[config.mk]
export PLATFORM = sky130hd
export DESIGN_NAME = i2c_req_arbiter
export DESIGN_NICKNAME = d
export VERILOG_FILES = /design/src/rtl/i2c_req_arbiter.sv
export SDC_FILE = /design/constraint.sdc
export NUM_CORES = 1
export LEC_CHECK = 0
export ABC_AREA = 1
export CAP_MARGIN = 20
export CORE_MARGIN = 3
export CORE_UTILIZATION = 44
export CTS_CLUSTER_DIAMETER = 30
export DETAILED_ROUTE_END_ITERATION = 7
export PLACE_DENSITY = 0.88
export SYNTH_ARGS = -nofsm -noshare
export SYNTH_HDL_FRONTEND = slang
export SYNTH_SLANG_ARGS = --single-unit
[constraint.sdc]
create_clock -name clk -period 1.85 [get_ports clk]
set_clock_uncertainty 0.1 [all_clocks]
set_input_delay 0.185 -clock clk [delete_from_list [all_inputs] [get_ports clk]]
set_output_delay 0.185 -clock clk [all_outputs]
set_load 0.01 [all_outputs]
[src/rtl/i2c_req_arbiter.sv]
// i2c_req_arbiter: round-robin arbiter sharing one I2C master core between two clients
module i2c_req_arbiter #(
  parameter int TIMEOUT = 1023
) (
  input  logic        clk,
  input  logic        reset,
  input  logic [1:0]  req,
  input  logic [13:0] req_addr,
  input  logic [1:0]  req_rw,
  input  logic [15:0] req_wdata,
  output logic [1:0]  gnt,
  output logic [1:0]  done,
  output logic [7:0]  rdata,
  output logic        err,
  output logic        m_start,
  output logic [6:0]  m_addr,
  output logic        m_rw,
  output logic [7:0]  m_wdata,
  input  logic        m_done,
  input  logic        m_nack,
  input  logic [7:0]  m_rdata
);
  localparam int CW = $clog2(TIMEOUT + 1);
  localparam logic [1:0] IDLE = 2'd0, ISSUE = 2'd1, WAIT_DONE = 2'd2, REPORT = 2'd3;
  logic [1:0] state, mask, r;
  logic [CW-1:0] cnt;
  logic ptr, cur, any, win, expire;
  always_comb begin
    r = req & ~mask;
    any = |r;
    win = r[1] & (~r[0] | ptr);
    expire = cnt == CW'(TIMEOUT - 1);
  end
  always_ff @(posedge clk) begin
    if (reset) begin
      state <= IDLE;
      gnt <= '0;
      done <= '0;
      rdata <= '0;
      err <= 1'b0;
      m_start <= 1'b0;
      m_addr <= '0;
      m_rw <= 1'b0;
      m_wdata <= '0;
      cnt <= '0;
      ptr <= 1'b0;
      cur <= 1'b0;
      // both clients blocked for the first idle edge so m_start trails reset release by two cycles
      mask <= 2'b11;
    end else begin
      m_start <= 1'b0;
      done <= '0;
      mask <= '0;
      case (state)
        IDLE: if (any) begin
          state <= ISSUE;
          cur <= win;
          ptr <= ~win;
          gnt <= {win, ~win};
          m_start <= 1'b1;
          m_addr <= win ? req_addr[13:7] : req_addr[6:0];
          m_rw <= req_rw[win];
          m_wdata <= win ? req_wdata[15:8] : req_wdata[7:0];
        end
        ISSUE: begin
          state <= WAIT_DONE;
          cnt <= '0;
        end
        WAIT_DONE: if (m_done || expire) begin
          state <= REPORT;
          gnt <= '0;
          done <= {cur, ~cur};
          rdata <= m_done ? m_rdata : 8'h00;
          err <= m_done ? m_nack : 1'b1;
        end else cnt <= cnt + 1'b1;
        default: begin
          state <= IDLE;
          rdata <= '0;
          err <= 1'b0;
          mask <= {cur, ~cur};
        end
      endcase
    end
  end
endmodule

==> results.toml <==
[run_status]
outcome = "finished, final reports clean"

[floorplanning]
start_util_pct = 46.9
die_h_um = 75.0
pin_count = 76
rows = 24
core-area_sq_um = 4470
dieArea_sq_um = 5630
die_w_um = 75.0

[synthesis]
synth_cell_types = 29
syn_avg_cell_area_sq_um = 7.49
synth_edf_count = 0
synth-seq-area-share_pct = 43.9
synth_area_sq_um = 2100
ys.flop_type = "dfxtp_1"
syn_nets = 332
synth_warnings = 0
syn_inst = 280
async_reset_ff_share_pct = 0
ys_ff_latch = 46

[drt]
wl_um = 5090
drt-vias-per-instance = 5.20
wl_per_cell_um = 12.5
vias = 2110
drc = 0
drt-initial-drc-count = 155
drtPass1Iterations = 4
ant_nets = 0

[critical_path]
reg2reg_depth = 6
required_ps = 1940
path_max_fanout = 17
cpPeakStageDelay_ps = 400
worst_ep_arrival_time_ps = 1810
start_kind = "register"
worstSetupEndpointType = "register"
path_delay_family = "flip-flops"
critical_path_class = "reg -> reg"
reg2reg_slack_ps = 130
worstPathCellList = "inv_1, ha_1, nand3_1, clkinvlp_4, nand2_1, a31oi_1"
path_depth = 6
critPathSlowestCell = "dfxtp_1"
path_buf_inv = 2

[global_routing]
grt_use_total_pct = 18.6
grt_pass1_vias = 1945
antenna_found_initial = 0
overflow = 0
grt_max_degree = 27
grt_pass1_wl_um = 8150

[worst_hold_path]
hold_depth = 2
hold_class = "reg -> reg"

[clock_network]
ctsHtreeMaxLevel = 2
cts_made_buffers = 5
clock_path_buffers = 2
cts_root_buffer = "clkbuf_8"
cts_sinks = 46
cts_tree = "yes"
cts_setup_buffers = 0
path_clk_slew_ps = 90
clock_latency_ps = 300

[timing]
min_period_ps = 1720
setup_viol_count_final = 0
maxSlewHeadroom_pct = 63.1
worstMarginPinSlew_ps = 552
holdWs_ps = 350
timing.final.crit_share_pct = 92.9
rsz0062_at_grt = "false"
fmax_mhz = 582
final_hold_viol_count = 0
slew_violations = 0
setup-tns-final_ps = 0

[power_and_ir_drop]
irDropWorstVdd_mv = 0.567
p_per_area_nw_per_um2 = 1050
p_leak_nw = 1.09

[layout]
drive_above_1_share_pct = 6.50
fin_nets = 405
fin_area_sq_um = 2940
diodes = 0
area_delta_synth_final_pct = 40.4

[placed_design]
hpwl_um = 3800
portBuffers = 75
place_area_sq_um = 2850
gp_congestion = 0.792

[flow_run]
maxCapViolCount = 0
==> cells in the final DEF, fill, tap and decap left out, types with 3 or more instances in the layout <==
cell type and n:
a31oi_1 16, o21ai_1 7, buf_4 3, nor2_1 17, dfxtp_1 46, ha_1 6, a21oi_1 18, clkbuf_8 5
clkdlybuf4s50_1 75, nand2_2 3, inv_1 19, nand3_1 46, nand2_1 68, o21ai_0 5
==> final cells by class <==
type / instances / area [sq um]
fill: 378 / 1530
multi-input combinational: 199 / 1010
sequential: 46 / 921
timing repair buffer: 78 / 773
inverter: 23 / 90.1
clock buffer: 6 / 72.6
tap: 52 / 65.1
clock inverter: 2 / 13.8
==> flip-flops by register name, summed over array words and instances (netlist names) <==
name and count:
cnt 10, m_wdata 8, rdata 8, m_addr 7, done 2, gnt 2
mask 2, state 2, cur 1, err 1, m_rw 1, m_start 1
ptr 1
==> synth_stat cells, types with 3 or more instances <==
cell	number	area [sq um]
buf_4	3	22.5
a21oi_1	18	90.1
dfxtp_1	46	921
nand2_1	68	255
nor2_1	17	63.8
a31oi_1	16	100
ha_1	6	75.1
nand2_2	3	18.8
buf_2	5	25.0
o21ai_0	5	25.0
nand3_1	46	230
inv_1	19	71.3
o21ai_1	7	35.0
==> through the flow <==
step	total power (W)	std cells	util (%)	setup slack, ps
2_1_floorplan	0.00208	280	-	360
3_3_place_gp	0.00248	398	63.8	98.0
5_1_grt	0.00331	406	65.8	20.6
4_1_cts	0.00312	406	65.7	68.2
3_5_place_dp	0.00252	398	63.8	54.0
6_report	0.00310	406	65.8	132
==> where the power goes <==
part	internal (W)	total [W]	switching [W]
registers	0.00114	0.00124	0.0000965
clock network	0.000267	0.000599	0.000332
logic	0.000532	0.00126	0.000725
total	0.00194	0.00310	0.00115
==> kinds of logic after synthesis <==
logic type / after synthesis / share of synthesized area [%]
flops: 46 / 43.9
buf+inv: 35 / 8.00
fa+ha+maj: 6 / 3.58
compound gates: 49 / 13.1
simple gates: 144 / 31.4
==> timing repair <==
item | CTS | global route
hold buffers | 0 | 0
setup endpoints to repair | 0 | 17
gates resized for setup | 0 | 1
==> path summary, 6_finish.rpt <==
path | endpoint | startpoint
worst max-delay path | m_wdata[1]$_SDFFE_PP0P_ | state[0]$_SDFFE_PP0P_
worst min-delay path | gnt[0]$_SDFFE_PP0P_ | gnt[0]$_SDFFE_PP0P_
worst max register to register | m_wdata[1]$_SDFFE_PP0P_ | state[0]$_SDFFE_PP0P_
worst min register to register | gnt[0]$_SDFFE_PP0P_ | gnt[0]$_SDFFE_PP0P_
==> per-layer routing <==
| metal | share of wire [%] | global-route usage, % | vias to the layer above | wire length (um) |
|---|---|---|---|---|
| met4 | 1.1 | 4.74 | 0 | 57 |
| li1 | - | - | 1078 | - |
| met3 | 8.7 | 7.74 | 6 | 440 |
| met1 | 43 | 21.9 | 952 | 2170 |
| met5 | 0 | 0 | - | 0 |
| met2 | 48 | 31.2 | 74 | 2420 |
==> worst reg2reg max path: stages (launching register included) <==
cell and delay (ps):
dfxtp_1 400, inv_1 80, ha_1 270, nand3_1 210, clkinvlp_4 310, nand2_1 150, a31oi_1 90
Note: power is estimated with default switching activity, not from simulation.
